--- src/rtl/vga_timing_pkg.sv ---
// vga_timing_pkg: shared 256x480 @ 60 Hz timing constants and sync-decoder state encoding
// Used by vga_sync_decoder and by the matching sync generator. No ports.
package vga_timing_pkg;
    localparam int H_VISIBLE    = 256;
    localparam int H_FRONT      = 6;
    localparam int H_SYNC       = 38;
    localparam int H_BACK       = 19;
    localparam int H_TOTAL      = H_VISIBLE + H_FRONT + H_SYNC + H_BACK;
    localparam int H_SYNC_START = H_VISIBLE + H_FRONT;
    localparam int V_VISIBLE    = 480;
    localparam int V_FRONT      = 10;
    localparam int V_SYNC       = 2;
    localparam int V_BACK       = 33;
    localparam int V_TOTAL      = V_VISIBLE + V_FRONT + V_SYNC + V_BACK;
    localparam int V_SYNC_START = V_VISIBLE + V_FRONT;
    localparam int LOCK_FRAMES  = 2;
    typedef enum logic [1:0] {SEARCH, ACQUIRE, LOCKED} sync_state_t;
endpackage

--- src/rtl/vga_sync_edge.sv ---
// vga_sync_edge: registers one active-low sync line and flags its falling edge
// Ports: clk, reset (sync, active-low), sync_in (raw sync),
//        fall (high for one cycle after the registered sync goes 1 -> 0)
module vga_sync_edge (
    input  logic clk,
    input  logic reset,
    input  logic sync_in,
    output logic fall
);
    logic sync_q, sync_d;
    always_ff @(posedge clk) begin
        if (!reset) begin
            sync_q <= 1'b1;
            sync_d <= 1'b1;
        end else begin
            sync_q <= sync_in;
            sync_d <= sync_q;
        end
    end
    assign fall = !sync_q && sync_d;
endmodule

--- src/rtl/vga_sync_decoder.sv ---
// vga_sync_decoder: recovers pixel position and lock from incoming active-low hsync/vsync
// Ports: clk, reset (sync, active-low), hsync_in/vsync_in (active-low syncs),
//        pixel_x/pixel_y/video_on (generator outputs delayed 4 cycles while locked, else 0),
//        locked (nominal timing seen for LOCK_FRAMES frames), timing_err (1-cycle error pulse).
// Define VGA_DEC_MEAS_EN to add meas_h_len / meas_v_len (measured line / frame length minus 1).
module vga_sync_decoder #(
    parameter int H_VISIBLE   = vga_timing_pkg::H_VISIBLE,
    parameter int H_FRONT     = vga_timing_pkg::H_FRONT,
    parameter int H_SYNC      = vga_timing_pkg::H_SYNC,
    parameter int H_BACK      = vga_timing_pkg::H_BACK,
    parameter int V_VISIBLE   = vga_timing_pkg::V_VISIBLE,
    parameter int V_FRONT     = vga_timing_pkg::V_FRONT,
    parameter int V_SYNC      = vga_timing_pkg::V_SYNC,
    parameter int V_BACK      = vga_timing_pkg::V_BACK,
    parameter int LOCK_FRAMES = vga_timing_pkg::LOCK_FRAMES
) (
    input  logic       clk,
    input  logic       reset,
    input  logic       hsync_in,
    input  logic       vsync_in,
    output logic [8:0] pixel_x,
    output logic [9:0] pixel_y,
    output logic       video_on,
    output logic       locked,
    output logic       timing_err
`ifdef VGA_DEC_MEAS_EN
    ,
    output logic [8:0] meas_h_len,
    output logic [9:0] meas_v_len
`endif
);
    import vga_timing_pkg::*;
    localparam int H_TOT = H_VISIBLE + H_FRONT + H_SYNC + H_BACK;
    localparam int V_TOT = V_VISIBLE + V_FRONT + V_SYNC + V_BACK;
    localparam int H_SS  = H_VISIBLE + H_FRONT;
    localparam int V_SS  = V_VISIBLE + V_FRONT;
    localparam logic [8:0] H_LAST = 9'(H_TOT - 1);
    localparam logic [9:0] V_LAST = 10'(V_TOT - 1);
    localparam logic [8:0] H_BND  = 9'(H_TOT - H_SS);
    logic        hs_fall, vs_fall;
    logic [8:0]  h_cnt, x_src;
    logic [9:0]  v_cnt, y_src, x_sum;
    logic [10:0] y_sum;
    logic [3:0]  good_cnt;
    logic        armed, frame_bad, line_start, arm_now, line_err, frame_err, err, vis, lock_next;
    sync_state_t state;
    vga_sync_edge u_hs (.clk(clk), .reset(reset), .sync_in(hsync_in), .fall(hs_fall));
    vga_sync_edge u_vs (.clk(clk), .reset(reset), .sync_in(vsync_in), .fall(vs_fall));
    // h_cnt is 0 two cycles after the source reached H_SS, so the source column seen
    // by the output register is h_cnt + H_SS - 1; the source line turns over once
    // that sum wraps (h_cnt > H_TOT - H_SS). v_cnt is 0 on the source line V_SS.
    always_comb begin
        line_start = hs_fall || h_cnt == H_LAST;
        arm_now    = line_start && (armed || vs_fall);
        line_err   = hs_fall ? h_cnt != H_LAST : h_cnt == H_LAST;
        frame_err  = line_start && (arm_now ? v_cnt != V_LAST : v_cnt == V_LAST);
        err        = line_err || frame_err;
        x_sum      = {1'b0, h_cnt} + 10'(H_SS - 1);
        x_src      = 9'(x_sum >= 10'(H_TOT) ? x_sum - 10'(H_TOT) : x_sum);
        y_sum      = {1'b0, v_cnt} + 11'(V_SS) + {10'd0, h_cnt > H_BND};
        y_src      = 10'(y_sum >= 11'(V_TOT) ? y_sum - 11'(V_TOT) : y_sum);
        vis        = x_src < 9'(H_VISIBLE) && y_src < 10'(V_VISIBLE);
        lock_next  = state == LOCKED ? !err :
                     state == ACQUIRE && arm_now && !err && !frame_bad && good_cnt + 4'd1 == 4'(LOCK_FRAMES);
    end
    always_ff @(posedge clk) begin
        if (!reset) begin
            h_cnt      <= '0;
            v_cnt      <= '0;
            armed      <= 1'b0;
            frame_bad  <= 1'b0;
            good_cnt   <= '0;
            state      <= SEARCH;
            locked     <= 1'b0;
            timing_err <= 1'b0;
            video_on   <= 1'b0;
            pixel_x    <= '0;
            pixel_y    <= '0;
        end else begin
            h_cnt      <= line_start ? '0 : h_cnt + 9'd1;
            v_cnt      <= !line_start ? v_cnt : (arm_now || v_cnt == V_LAST) ? '0 : v_cnt + 10'd1;
            armed      <= (armed || vs_fall) && !line_start;
            timing_err <= state != SEARCH && err;
            locked     <= lock_next;
            video_on   <= lock_next && vis;
            pixel_x    <= lock_next && vis ? x_src : '0;
            pixel_y    <= lock_next && vis ? y_src : '0;
            if (state == SEARCH) begin
                if (arm_now) begin
                    state     <= ACQUIRE;
                    good_cnt  <= '0;
                    frame_bad <= 1'b0;
                end
            end else if (state == ACQUIRE) begin
                if (lock_next) begin
                    state <= LOCKED;
                end else if (arm_now) begin
                    good_cnt  <= err || frame_bad ? '0 : good_cnt + 4'd1;
                    frame_bad <= 1'b0;
                end else if (err) begin
                    good_cnt  <= '0;
                    frame_bad <= 1'b1;
                end
            end else if (err) begin
                state <= SEARCH;
            end
        end
    end
`ifdef VGA_DEC_MEAS_EN
    logic [8:0] h_since;
    logic [9:0] l_since;
    always_ff @(posedge clk) begin
        if (!reset) begin
            h_since    <= '0;
            l_since    <= '0;
            meas_h_len <= '0;
            meas_v_len <= '0;
        end else begin
            h_since <= hs_fall ? '0 : h_since + 9'd1;
            l_since <= !line_start ? l_since : arm_now ? '0 : l_since + 10'd1;
            if (hs_fall) meas_h_len <= h_since;
            if (arm_now) meas_v_len <= l_since;
        end
    end
`endif
endmodule

--- config.mk ---
export PLATFORM = sky130hd
export DESIGN_NAME = vga_sync_decoder
export DESIGN_NICKNAME = d
export VERILOG_FILES = /design/src/rtl/vga_timing_pkg.sv /design/src/rtl/vga_sync_edge.sv /design/src/rtl/vga_sync_decoder.sv
export SDC_FILE = /design/constraint.sdc
export NUM_CORES = 1
export LEC_CHECK = 0
export ABC_AREA = 0
export BUFFER_PORTS_ARGS = -buffer_cell sky130_fd_sc_hd__buf_4
export CAP_MARGIN = 10
export CORE_ASPECT_RATIO = 1.25
export CORE_UTILIZATION = 45
export CTS_CLUSTER_DIAMETER = 60
export DETAILED_ROUTE_END_ITERATION = 8
export PLACE_DENSITY_LB_ADDON = 0.3
export SYNTH_ARGS = -nofsm -noshare
export SYNTH_HDL_FRONTEND = slang
export SYNTH_SLANG_ARGS = --single-unit
export TNS_END_PERCENT = 100
--- constraint.sdc ---
create_clock -name clk -period 4.55 [get_ports clk]
set_input_delay 1.1375 -clock clk [delete_from_list [all_inputs] [get_ports clk]]
set_output_delay 1.1375 -clock clk [all_outputs]
set_load 0.02 [all_outputs]
-- Word-level counts from Yosys, hierarchy flattened
Cells that the tools add are included.
- register bits after elaboration: 53
- word-level logic and storage cells: 94
- input port bits: 4
- output and inout port bits: 22
- add/subtract/negate cells: 8
- magnitude comparators: 5
- equal/unequal tests: 11
- reductions and logical operators: 30
- multiplexer cells: 24
- bitwise operators: 1
- operators with widths (operator ; count):
    2-to-1 mux 4 bit ; 7
    2-to-1 mux 10 bit ; 2
    logical AND 1 bit ; 12
    adder 10 x 9 -> 11 bit, second input constant ; 1
    adder 11 x 1 -> 11 bit ; 1
    greater-or-equal comparator 11 x 10 -> 1 bit, second input constant ; 1
    adder 10 x 1 -> 10 bit, second input constant ; 1
    adder 9 x 9 -> 10 bit, second input constant ; 1
    == test 10 bit, second input constant ; 1
    greater-or-equal comparator 10 x 9 -> 1 bit, second input constant ; 1
    less-than comparator 10 x 9 -> 1 bit, second input constant ; 1
    2-to-1 mux 2 bit ; 5
    inequality test 10 bit, second input constant ; 1
    subtractor 10 bit, second input constant ; 1
    adder 9 x 1 -> 9 bit, second input constant ; 1
    == test 9 bit, second input constant ; 1
    greater-than comparator 9 x 6 -> 1 bit, second input constant ; 1
    less-than comparator 9 bit, second input constant ; 1
    2-to-1 mux 1 bit ; 9
    2-to-1 mux 9 bit ; 1
    inequality test 9 bit, second input constant ; 1
    subtractor 9 bit, second input constant ; 1
    zero test 1 bit ; 5
    logical OR 1 bit ; 5
    16 further kinds ; 17

-- Longest topological paths before layout
Gate-level depths: netlist of the first run.
- depth in word-level cells: 15
- mapped depth: 19
- gate-level depth less buffers: 15

-- By module
Synthesis of the first run repeated with hierarchy kept, for this count alone.
- cell total of the unflattened synthesis: 399
- area, all modules: 3326.9 um2
- modules (own cells, without submodules) (module ; area an instance (um2) ; seq. area each (um2) ; instances ; cells each):
    vga_sync_decoder ; 3209.3 ; 980.9 ; 1 ; 389
    vga_sync_edge ; 58.8 ; 40.0 ; 2 ; 5

-- Worst setup path after synthesis of the first run
OpenSTA, ideal clock, no wires.
- path kind: reg-to-reg
- from: register h_cnt[2]
- to: register pixel_x[0]
- arrival: 3.624 ns
- setup slack: 0.847 ns
- stages on the path, launching flop included: 16
- path buffers: 3
- data required time: 4.471 ns
- path through: dfxtp_1 clkbuf_1 nand3_1 or4_1 ha_1 buf_2 a21oi_1 inv_1 ha_1 a21oi_1 nand2_1 or2_2 a21boi_0 nand3_2 buf_4 a211oi_2
- word-level cells in the longest chain between the ends: 13
- elaborated cells on any way between the ends: 28
- those cells by class: add/sub: 4; order compare: 5; eq/ne: 2; mux: 5; reduce/logical: 12
- ends and longest elaborated chain (item ; RTL line ; text):
    start: declaration ; vga_sync_decoder.sv:41 ; logic [8:0] h_cnt, x_src;
    start signal: assignment ; vga_sync_decoder.sv:80 ; h_cnt <= line_start ? '0 : h_cnt + 9'd1;
    parallel branches: the longest is 13 deep, another holds adder 11 x 1 -> 11 bit ; -- ;
    end signal: assignment ; vga_sync_decoder.sv:86 ; pixel_x <= lock_next && vis ? x_src : '0;
    end: declaration ; vga_sync_decoder.sv:21 ; output logic [8:0] pixel_x,
Parallel ways; which one is timed is not known.
A chain may end at the register's enable or synchronous reset.

-- Worst setup path after layout of the first run
- from: register h_cnt[1]
- to: register pixel_x[4]
Same word-level chain as after synthesis.

==> flow_summary.yaml, run 1 <==
setup_path:
  timing.rr.start: "h_cnt[1]$_SDFF_PP0_"
  end_kind: "flip-flop"
  critical_path_arrival_ns: 4.33
  critical_path.max_fanout: 18
  crit_path_start: "h_cnt[1]$_SDFF_PP0_"
  timing_worst_setup_path_type: "flip-flop to flip-flop"
  worst_setup_path_start_kind: "flip-flop"
  cp.required_ns: 4.69
cells_and_area:
  fin_nets: 443
  drive_gt1_share_pct: 16.5
  antennaDiodeCount: 0
  final_area_um2: 3790
  layout-area-overhead-vs-synth_pct: 8.21
  most-common-layout-cells: "sky130_fd_sc_hd__dfxtp_1, sky130_fd_sc_hd__nor2_1, sky130_fd_sc_hd__buf_4"
  layout_commonest_cell: "sky130_fd_sc_hd__dfxtp_1"
placed_design:
  finalWeightedCongestion: 0.839
  port_buf_inserts: 25
  pre_cts_ws_ns: 0.367
  detailed_place.area_um2: 3700
  hpwlAfterDp_mm: 5.28
synth:
  synth_sequential_area_ratio_pct: 30.3
  dominantRegCellSynth: "sky130_fd_sc_hd__dfxtp_1"
  synth_enable_flop_cells: 0
  async_reset_ff_share_pct: 0
  syn_avg_cell_area_um2: 8.51
  synth_largest_area_cell: "sky130_fd_sc_hd__dfxtp_1"
  synth_largest_type_area_fraction_pct: 30.3
  yosysUniqueCellTypes: 72
  netlist_instances: 412
  synth-warning-count: 0
  yosys_register_bits: 53
  netlist_area_um2: 3510
  cell_types_occupying_the_most_area_after_synthesis: "sky130_fd_sc_hd__dfxtp_1, sky130_fd_sc_hd__ha_1, sky130_fd_sc_hd__xnor2_1, sky130_fd_sc_hd__xor2_1, sky130_fd_sc_hd__nor2_1"
hold_path:
  hold_path_start: "u_hs.sync_q$_SDFF_PN1_"
  min_path_type: "flip-flop to flip-flop"
grt:
  grt_pass1_wl_mm: 12.1
  pin_count_of_the_biggest_net_entering_global_routing: 22
  vias_in_the_first_global_route: 2681
  grt_overflow_total: 0
  grt_util_all_layers_pct: 18.5
  antenna_found_initial: 0
power:
  worst_voltage_drop_across_the_vdd_grid_mv: 0.134
  power.leakage_nw: 1.41
  total_power_uw: 802
  p_per_area_nw_per_um2: 211
die:
  core_region_area_um2: 7440
  die_footprint_um2: 8150
  initial_util_pct: 47.1
  floorplan.io_pins: 26
  row_count: 35
  height_of_the_die_um: 101
  die-width_um: 80.9
drt:
  detail_route.wirelength_mm: 7.07
  drt-initial-drc-count: 163
  detail_route.vias_per_cell: 5.66
  antenna_violating_nets_remaining: 0
  route.detailed.wl_per_inst_um: 13.7
  drcViolationCount: 0
  vias: 2925
  drt_first_pass_iters: 4
sta:
  hold_slack_ns: 0.439
  setup-violations-final: 0
  timing_max_transition_violations_final: 0
  achievable-frequency_mhz: 239
  tightestPinTransition_ns: 1.03
  grt_setup_unrepaired: "no"
  post-route-min-period_ns: 4.19
  final_min_period_over_clock_period_pct: 92.0
  setup-tns-final_ns: 0
  finClkSkew_ns: 0.00927
  slew_headroom_pct: 31.2
  final.setup.worst_slack_ns: 0.364
  hold_violations: 0
outcome:
  run_status: "complete, no violations"
clocking:
  ctsHtreeMaxLevel: 2
  clk_latency_ns: 0.30
  count_of_hold_fix_buffers_inserted_at_cts: 0
  post_cts.repair.setup_buffers: 0
  cts_max_path_buffers: 2
  clock_tree_from_tritoncts: "yes"
  cts_resized: 0
  ctsRootBufferMaster: "sky130_fd_sc_hd__clkbuf_8"
  clkSinkCount: 53
  clkSlewWorstSetupHoldPaths_ns: 0.10
  cts_made_buffers: 5
run:
  max_cap_violations: 0
[metrics by stage]
| step | utilization [%] | std cells |
|---|---|---|
| after CTS | 51.0 | 517 |
| after detailed placement | 49.7 | 509 |
| final | 51.0 | 517 |
| after global routing | 51.0 | 517 |
| after global placement | 49.7 | 509 |
| after floorplan | - | 413 |
[critical path, stage by stage, from the launching register on]
cell and delay, ns:
sky130_fd_sc_hd__dfxtp_1 0.48, sky130_fd_sc_hd__inv_1 0.09, sky130_fd_sc_hd__ha_1 0.18, sky130_fd_sc_hd__a21oi_1 0.18, sky130_fd_sc_hd__o2111ai_1 0.13, sky130_fd_sc_hd__nand2_1 0.13, sky130_fd_sc_hd__ha_1 0.14, sky130_fd_sc_hd__inv_1 0.04
sky130_fd_sc_hd__ha_1 0.27, sky130_fd_sc_hd__nor2b_1 0.33, sky130_fd_sc_hd__buf_4 0.21, sky130_fd_sc_hd__o31ai_2 0.08, sky130_fd_sc_hd__nor3_1 0.31, sky130_fd_sc_hd__a41o_4 0.34, sky130_fd_sc_hd__a211oi_4 0.08, sky130_fd_sc_hd__xnor2_2 0.80
sky130_fd_sc_hd__a221oi_1 0.22
[flip-flops by register name, summed over array words and instances (netlist names)]
register and count:
frame_bad 1, armed 1, timing_err 1, state 2, video_on 1, good_cnt 4, h_cnt 9, u_hs.sync_q 1
v_cnt 10, u_hs.sync_d 1, locked 1, u_vs.sync_d 1, u_vs.sync_q 1, pixel_x 9, pixel_y 10
[where the power goes]
part	internal [mW]	switching, mW
sequential	0.470	0.00768
clock	0.110	0.159
combinational	0.0224	0.0330
total	0.602	0.200
[path summary, 6_finish.rpt]
path	slack [ns]	cells after the start	end
max	0.36	16	pixel_x[4]$_SDFF_PN0_
min	0.44	1	u_hs.sync_d$_SDFF_PN1_
max reg2reg	0.36	16	pixel_x[4]$_SDFF_PN0_
min reg2reg	0.44	1	u_hs.sync_d$_SDFF_PN1_
[final cells by class]
class	instances	area (um^2)
repair buffers	31	233
clock buffers	5	68.8
well taps	92	115
flip-flops and latches	53	1060
multi-input cells	320	2250
clock inverters	3	21.3
fillers	733	3650
inverters	13	48.8
[logic make-up after synthesis]
logic type | share of synthesized area [%]
buffers and inverters | 5.78
multiplexers | 1.46
AND/OR/NAND/NOR | 23.3
adder cells (fa/ha/maj) | 5.35
AO/OA/AOI/OAI | 24.6
XOR/XNOR | 9.17
flip-flops | 30.3
other | 0.107
[synth_stat cells, types with 2 or more instances]
master,instances
sky130_fd_sc_hd__a211oi_1,5
sky130_fd_sc_hd__a211oi_2,9
sky130_fd_sc_hd__a21boi_0,7
sky130_fd_sc_hd__a21o_1,2
sky130_fd_sc_hd__a21oi_1,20
sky130_fd_sc_hd__a221oi_1,7
sky130_fd_sc_hd__a22oi_1,2
sky130_fd_sc_hd__a31o_2,2
sky130_fd_sc_hd__a31oi_1,2
sky130_fd_sc_hd__and2_1,7
sky130_fd_sc_hd__and3_1,4
sky130_fd_sc_hd__buf_1,2
sky130_fd_sc_hd__buf_2,9
sky130_fd_sc_hd__buf_4,3
sky130_fd_sc_hd__buf_6,4
sky130_fd_sc_hd__clkbuf_1,9
sky130_fd_sc_hd__dfxtp_1,53
sky130_fd_sc_hd__ha_1,15
sky130_fd_sc_hd__inv_1,13
sky130_fd_sc_hd__mux2i_1,4
sky130_fd_sc_hd__nand2_1,27
sky130_fd_sc_hd__nand2b_1,8
sky130_fd_sc_hd__nand3_1,16
sky130_fd_sc_hd__nand3b_1,2
sky130_fd_sc_hd__nand4_1,5
sky130_fd_sc_hd__nor2_1,31
sky130_fd_sc_hd__nor2b_1,9
sky130_fd_sc_hd__nor3_1,12
sky130_fd_sc_hd__nor4_1,3
sky130_fd_sc_hd__o2111ai_1,2
sky130_fd_sc_hd__o211ai_1,3
sky130_fd_sc_hd__o21a_1,6
sky130_fd_sc_hd__o21ai_0,19
sky130_fd_sc_hd__o21bai_1,2
sky130_fd_sc_hd__o31ai_1,3
sky130_fd_sc_hd__o32ai_1,2
sky130_fd_sc_hd__or2_2,5
sky130_fd_sc_hd__or3_1,10
sky130_fd_sc_hd__or4_1,3
sky130_fd_sc_hd__xnor2_1,19
sky130_fd_sc_hd__xnor2_2,2
sky130_fd_sc_hd__xor2_1,14
[routing by layer]
layer / wire length, um / vias up / track usage [%] / share of wire (%)
met1: 3260 / 1368 / 24.0 / 46
met3: 200 / 7 / 2.26 / 2.8
met5: 0 / - / 0 / 0
li1: - / 1504 / - / -
met4: 89 / 0 / 6.18 / 1.3
met2: 3520 / 46 / 31.3 / 50
Power figures use the tool's default switching activity.
==> run 2: changes to the inputs <==
--- a/config.mk
+++ b/config.mk
@@ -8,11 +8,13 @@
 export ABC_AREA = 0
 export BUFFER_PORTS_ARGS = -buffer_cell sky130_fd_sc_hd__buf_4
 export CAP_MARGIN = 10
+export CELL_PAD_IN_SITES_DETAIL_PLACEMENT = 0
+export CELL_PAD_IN_SITES_GLOBAL_PLACEMENT = 1
 export CORE_ASPECT_RATIO = 1.25
 export CORE_UTILIZATION = 45
 export CTS_CLUSTER_DIAMETER = 60
 export DETAILED_ROUTE_END_ITERATION = 8
-export PLACE_DENSITY_LB_ADDON = 0.3
+export PLACE_DENSITY_LB_ADDON = 0.12
 export SYNTH_ARGS = -nofsm -noshare
 export SYNTH_HDL_FRONTEND = slang
 export SYNTH_SLANG_ARGS = --single-unit
==> run 2 against run 1 <==
Compared with the run above: sequential cell count stayed put; hold slack better by 0.0081 ns; first-iteration DRC count is 37% lower; non-clock buffer count is 2 higher; clock power is 1% lower; register-to-register slack better by 0.23 ns; final cell count is 0.19% higher.
==> flow_summary.yaml, run 2 (synthesis results as in run 1) <==
sta:
  setup-tns-final_ns: 0
  hold_slack_ns: 0.447
  finClkSkew_ns: 0.00864
  slew_headroom_pct: 30.5
  achievable-frequency_mhz: 253
  hold_violations: 0
  setup-violations-final: 0
  post-route-min-period_ns: 3.95
  tightestPinTransition_ns: 1.04
  final_min_period_over_clock_period_pct: 86.9
  grt_setup_unrepaired: "no"
  timing_max_transition_violations_final: 0
  final.setup.worst_slack_ns: 0.597
clocking:
  cts_made_buffers: 5
  post_cts.repair.setup_buffers: 0
  ctsRootBufferMaster: "sky130_fd_sc_hd__clkbuf_8"
  cts_max_path_buffers: 2
  clock_tree_from_tritoncts: "yes"
  ctsHtreeMaxLevel: 2
  count_of_hold_fix_buffers_inserted_at_cts: 0
  cts_resized: 0
  clkSlewWorstSetupHoldPaths_ns: 0.09
  clk_latency_ns: 0.30
  clkSinkCount: 53
setup_path:
  critical_path.max_fanout: 18
  critical_path_arrival_ns: 4.09
  rr_endpoint: "pixel_x[4]$_SDFF_PN0_"
  cp_top_family: "XOR/XNOR gates"
  worst_path_max_delay_cell: "sky130_fd_sc_hd__xnor2_2"
  critical_path_max_stage_delay_ns: 0.81
  end_kind: "flip-flop"
  cp.required_ns: 4.68
  crit_path_start: "h_cnt[1]$_SDFF_PP0_"
  critical_path_cell_count: 16
  critical_path_buf_inv_count: 3
  timing_worst_setup_path_type: "flip-flop to flip-flop"
  cpMostUsedCell: "sky130_fd_sc_hd__ha_1"
  worst-r2r-cell-count: 16
  cell_chain_of_the_critical_path: "inv_1 > ha_1 > a21oi_1 > o2111ai_1 > nand2_1 > ha_1 > inv_1 > ha_1 > nor2b_1 > buf_4 > o22ai_2 > xnor2_2 > a41o_4 > a211oi_4 > xnor2_2 > a221oi_1"
  critical_path.endpoint: "pixel_x[4]$_SDFF_PN0_"
  worst_setup_path_start_kind: "flip-flop"
  setup.reg_to_reg.worst_slack_ns: 0.60
  timing.rr.start: "h_cnt[1]$_SDFF_PP0_"
cells_and_area:
  layout_commonest_cell: "sky130_fd_sc_hd__dfxtp_1"
  layout-area-overhead-vs-synth_pct: 8.67
  final_area_um2: 3810
  antennaDiodeCount: 0
  most-common-layout-cells: "sky130_fd_sc_hd__dfxtp_1, sky130_fd_sc_hd__buf_4, sky130_fd_sc_hd__nor2_1"
  largestRegisters: "pixel_y: 10 flops, v_cnt: 10 flops"
  fin_nets: 445
  drive_gt1_share_pct: 16.9
outcome:
  run_status: "complete, no violations"
grt:
  grt_overflow_total: 0
  grt_pass1_wl_mm: 12.7
  antenna_found_initial: 0
  grt_util_all_layers_pct: 19.5
  pin_count_of_the_biggest_net_entering_global_routing: 22
  vias_in_the_first_global_route: 2726
drt:
  antenna_violating_nets_remaining: 0
  detail_route.wirelength_mm: 7.39
  route.detailed.wl_per_inst_um: 14.3
  drcViolationCount: 0
  drt-initial-drc-count: 102
  drt_first_pass_iters: 4
  detail_route.vias_per_cell: 5.63
  vias: 2916
power:
  sw_frac_of_total_pct: 23.3
  intPower_uw: 613
  p_per_area_nw_per_um2: 210
  seq_power_share_pct: 59.8
  power.leakage_nw: 1.42
  power.net_switching_uw: 186
  worst_voltage_drop_across_the_vdd_grid_mv: 0.131
  total_power_uw: 800
  power_frac_clock_pct: 33.2
  combPwrFrac_pct: 7.1
run:
  max_cap_violations: 0
hold_path:
  min_path_type: "flip-flop to flip-flop"
  hold_depth: 1
die:
  core_region_area_um2: 7440
  initial_util_pct: 47.1
  die_footprint_um2: 8150
  row_count: 35
  floorplan.io_pins: 26
  die-width_um: 80.9
  height_of_the_die_um: 101
placed_design:
  port_buf_inserts: 25
  detailed_place.area_um2: 3720
  finalWeightedCongestion: 0.851
  hpwlAfterDp_mm: 5.48
  pre_cts_ws_ns: 0.419
-- run 2: cell types whose count changed in the layout (fill, tap and decap cells not counted), sizes merged --
cell,previous run,this run
clkbuf,5,6
inv,14,13
buf,31,33
clkinv,1,0
-- run 2: worst min-delay path by stage --
stage | startpoint | endpoint | slack [ns]
2_1_floorplan | u_hs.sync_q$_SDFF_PN1_ | u_hs.sync_d$_SDFF_PN1_ | 0.40
3_3_place_gp | u_hs.sync_q$_SDFF_PN1_ | u_hs.sync_d$_SDFF_PN1_ | 0.41
3_5_place_dp | u_hs.sync_q$_SDFF_PN1_ | u_hs.sync_d$_SDFF_PN1_ | 0.43
4_1_cts | u_hs.sync_q$_SDFF_PN1_ | u_hs.sync_d$_SDFF_PN1_ | 0.45
5_1_grt | u_hs.sync_q$_SDFF_PN1_ | u_hs.sync_d$_SDFF_PN1_ | 0.47
6_report | u_hs.sync_q$_SDFF_PN1_ | u_hs.sync_d$_SDFF_PN1_ | 0.45
-- run 2: cell type report --
type | instances | area [um^2]
fillers | 747 | 3630
multi-input cells | 320 | 2250
inverters | 13 | 48.8
clock buffers | 6 | 82.6
flip-flops and latches | 53 | 1060
clock inverters | 1 | 7.51
repair buffers | 33 | 248
well taps | 92 | 115
-- run 2: routing by layer --
metal | global-route usage (%) | share of wire, %
met1 | 24.7 | 46
met2 | 33.4 | 50
met3 | 3.08 | 2.2
met4 | 6.32 | 1.5
met5 | 0 | 0
-- run 2: metrics by stage --
stage | util, % | std cells
detailed placement | 49.9 | 511
finish | 51.2 | 518
CTS | 51.2 | 518
global placement | 49.9 | 511
floorplan | - | 413
global route | 51.2 | 518
-- run 2: power groups by stage --
stage	Clock (mW)	Combinational (mW)	Sequential, mW
4_1_cts	0.284	0.0571	0.478
3_5_place_dp	0	0.0564	0.489
2_1_floorplan	0	0.0418	0.487
6_report	0.265	0.0567	0.478
3_3_place_gp	0	0.0559	0.489
5_1_grt	0.298	0.0647	0.479
-- run 2: worst reg2reg max path, delay by kind of cell, from the launching register on --
| kind | cells | cell delay (ns) |
|---|---|---|
| and+or+nand+nor | 2 | 0.31 |
| buffers and inverters | 3 | 0.32 |
| adders and majority gates | 3 | 0.58 |
| xor gates and xnor gates | 2 | 1.10 |
| AOI/OAI and AO/OA | 6 | 0.99 |
| DFF | 1 | 0.49 |
==> run 3: changes to the inputs <==
--- a/config.mk
+++ b/config.mk
@@ -13,9 +13,11 @@
 export CORE_ASPECT_RATIO = 1.25
 export CORE_UTILIZATION = 45
 export CTS_CLUSTER_DIAMETER = 60
+export CTS_CLUSTER_SIZE = 20
 export DETAILED_ROUTE_END_ITERATION = 8
 export PLACE_DENSITY_LB_ADDON = 0.12
 export SYNTH_ARGS = -nofsm -noshare
 export SYNTH_HDL_FRONTEND = slang
+export SYNTH_HIERARCHICAL = 1
 export SYNTH_SLANG_ARGS = --single-unit
 export TNS_END_PERCENT = 100
==> run 3 against run 2 <==
Compared with the run above: clock skew hardly changed; worst setup slack worse by 0.11 ns; power is 1.6% lower; global-route usage is 0.32 points lower; hold slack better by 0.0090 ns; fmax is 2.8% lower.
==> flow_summary.yaml, run 3 <==
die:
  core_region_area_um2: 7060
  floorplan.io_pins: 26
  die_footprint_um2: 7740
  row_count: 34
  initial_util_pct: 47.1
  height_of_the_die_um: 98.1
  die-width_um: 78.9
grt:
  grt_pass1_wl_mm: 12.0
  grt_overflow_total: 0
  met1_usage_pct: 24.4
  vias_in_the_first_global_route: 2531
  global_route.peak_usage_layer: "met2"
  gr-usage-met2_pct: 32.1
  pin_count_of_the_biggest_net_entering_global_routing: 22
  antenna_found_initial: 0
  grt_util_all_layers_pct: 19.2
  grt_util_met3_pct: 3.08
synth:
  synth_largest_type_area_fraction_pct: 31.9
  synth_largest_area_cell: "sky130_fd_sc_hd__dfxtp_1"
  synth-warning-count: 6
  netlist_instances: 399
  syn_avg_cell_area_um2: 8.34
  yosys_register_bits: 53
  yosysMostFrequentCell: "sky130_fd_sc_hd__dfxtp_1"
  netlist_top_cells_count: "sky130_fd_sc_hd__dfxtp_1, sky130_fd_sc_hd__nor2_1, sky130_fd_sc_hd__o21ai_0, sky130_fd_sc_hd__nand2_1, sky130_fd_sc_hd__a21oi_1"
  async_reset_ff_share_pct: 0
  dominantRegCellSynth: "sky130_fd_sc_hd__dfxtp_1"
  cell_types_occupying_the_most_area_after_synthesis: "sky130_fd_sc_hd__dfxtp_1, sky130_fd_sc_hd__ha_1, sky130_fd_sc_hd__xnor2_1, sky130_fd_sc_hd__nor2_1, sky130_fd_sc_hd__o21ai_0"
  netlist_area_um2: 3330
  yosysUniqueCellTypes: 77
  synth_enable_flop_cells: 0
  synth_sequential_area_ratio_pct: 31.9
cells_and_area:
  layout_commonest_cell: "sky130_fd_sc_hd__dfxtp_1"
  most-common-layout-cells: "sky130_fd_sc_hd__dfxtp_1, sky130_fd_sc_hd__nor2_1, sky130_fd_sc_hd__buf_4"
  final_area_um2: 3600
  antennaDiodeCount: 0
  largestRegisters: "pixel_y: 10 flops, v_cnt: 10 flops"
  fin_nets: 431
  layout-area-overhead-vs-synth_pct: 8.31
  drive_gt1_share_pct: 16.2
clocking:
  clkSlewWorstSetupHoldPaths_ns: 0.10
  clock_tree_from_tritoncts: "yes"
  post_cts.repair.setup_buffers: 0
  cts_made_buffers: 5
  cts_resized: 0
  ctsHtreeMaxLevel: 2
  clkSinkCount: 53
  count_of_hold_fix_buffers_inserted_at_cts: 0
  cts_max_path_buffers: 2
  ctsRootBufferMaster: "sky130_fd_sc_hd__clkbuf_8"
  clk_latency_ns: 0.30
sta:
  achievable-frequency_mhz: 246
  post-route-min-period_ns: 4.07
  timing_max_transition_violations_final: 0
  setup-violations-final: 0
  tightestPinTransition_ns: 0.754
  finClkSkew_ns: 0.00835
  final_min_period_over_clock_period_pct: 89.4
  hold_violations: 0
  grt_setup_unrepaired: "no"
  slew_headroom_pct: 49.7
  final.setup.worst_slack_ns: 0.482
  setup-tns-final_ns: 0
placed_design:
  hpwlAfterDp_mm: 5.18
  port_buf_inserts: 25
  detailed_place.area_um2: 3520
  pre_cts_ws_ns: 0.459
  finalWeightedCongestion: 0.887
power:
  seq_power_share_pct: 60.8
  power.net_switching_uw: 189
  worst_voltage_drop_across_the_vdd_grid_mv: 0.108
  sw_frac_of_total_pct: 24.0
  intPower_uw: 598
  power.leakage_nw: 1.44
  total_power_uw: 788
  power_frac_clock_pct: 32.4
  p_per_area_nw_per_um2: 219
  combPwrFrac_pct: 6.8
drt:
  drcViolationCount: 0
  drt_first_pass_iters: 4
  vias: 2720
  drt-initial-drc-count: 106
  antenna_violating_nets_remaining: 0
  detail_route.vias_per_cell: 5.41
  route.detailed.wl_per_inst_um: 13.7
  detail_route.wirelength_mm: 6.87
setup_path:
  timing_worst_setup_path_type: "flip-flop to flip-flop"
  cp.required_ns: 4.77
  end_kind: "flip-flop"
  critical_path_arrival_ns: 4.29
  critical_path.max_fanout: 18
  worst_setup_path_start_kind: "flip-flop"
run:
  max_cap_violations: 0
hold_path:
  min_path_type: "flip-flop to flip-flop"
outcome:
  run_status: "complete, no violations"
run 3: path summary, 6_finish.rpt:
kind	from	end	slack, ns	cells past startpoint
worst max-delay path	h_cnt[0]$_SDFF_PP0_	pixel_y[1]$_SDFF_PN0_	0.48	16
worst min-delay path	u_hs/sync_q$_SDFF_PN1_	u_hs/sync_d$_SDFF_PN1_	0.46	1
worst max register to register	h_cnt[0]$_SDFF_PP0_	pixel_y[1]$_SDFF_PN0_	0.48	16
worst min register to register	u_hs/sync_q$_SDFF_PN1_	u_hs/sync_d$_SDFF_PN1_	0.46	1
run 3: cell type report:
class | count | area [um^2]
multi-input cells | 306 | 2070
clock inverters | 2 | 10.0
repair buffers | 27 | 203
fillers | 718 | 3460
clock buffers | 6 | 72.6
flip-flops and latches | 53 | 1060
well taps | 90 | 113
inverters | 19 | 73.8
run 3: kinds of logic after synthesis:
logic type,Yosys count,share of synthesized area [%]
xor+xnor,31,8.16
simple gates,163,27.3
flops,53,31.9
buf+inv,41,5.98
mux,2,0.602
other cells,1,0.113
compound gates,93,20.3
fa+ha+maj,15,5.64
run 3: worst max-delay path: stages (launching register included):
cell,delay (ns)
sky130_fd_sc_hd__dfxtp_1,0.59
sky130_fd_sc_hd__inv_1,0.15
sky130_fd_sc_hd__ha_1,0.21
sky130_fd_sc_hd__and3_1,0.17
sky130_fd_sc_hd__nand3_1,0.09
sky130_fd_sc_hd__ha_1,0.30
sky130_fd_sc_hd__o21bai_1,0.25
sky130_fd_sc_hd__ha_1,0.31
sky130_fd_sc_hd__nor3_1,0.24
sky130_fd_sc_hd__nand4b_1,0.25
sky130_fd_sc_hd__nor3b_2,0.33
sky130_fd_sc_hd__o21a_1,0.19
sky130_fd_sc_hd__nand2_1,0.09
sky130_fd_sc_hd__a2111oi_4,0.27
sky130_fd_sc_hd__o311ai_4,0.14
sky130_fd_sc_hd__buf_4,0.23
sky130_fd_sc_hd__a211oi_1,0.17
run 3: stage by stage:
stage / hold WS [ns] / instances / utilization, %
floorplan: 0.412 / 400 / -
global route: 0.479 / 503 / 51.0
detailed placement: 0.434 / 495 / 49.9
global placement: 0.423 / 495 / 49.9
CTS: 0.456 / 503 / 51.0
finish: 0.456 / 503 / 51.0
run 3: power by group through the flow:
stage	logic (mW)	registers, mW	clock network, mW
2_1_floorplan	0.0413	0.487	0
3_3_place_gp	0.0537	0.489	0
3_5_place_dp	0.0535	0.490	0
4_1_cts	0.0541	0.479	0.267
5_1_grt	0.0600	0.480	0.285
6_report	0.0533	0.479	0.255
run 3: metal layers:
layer	vias to the layer above	share of wire (%)
met5	-	0
met4	0	2.4
met3	16	2.3
met2	45	49
met1	1241	46
li1	1418	-
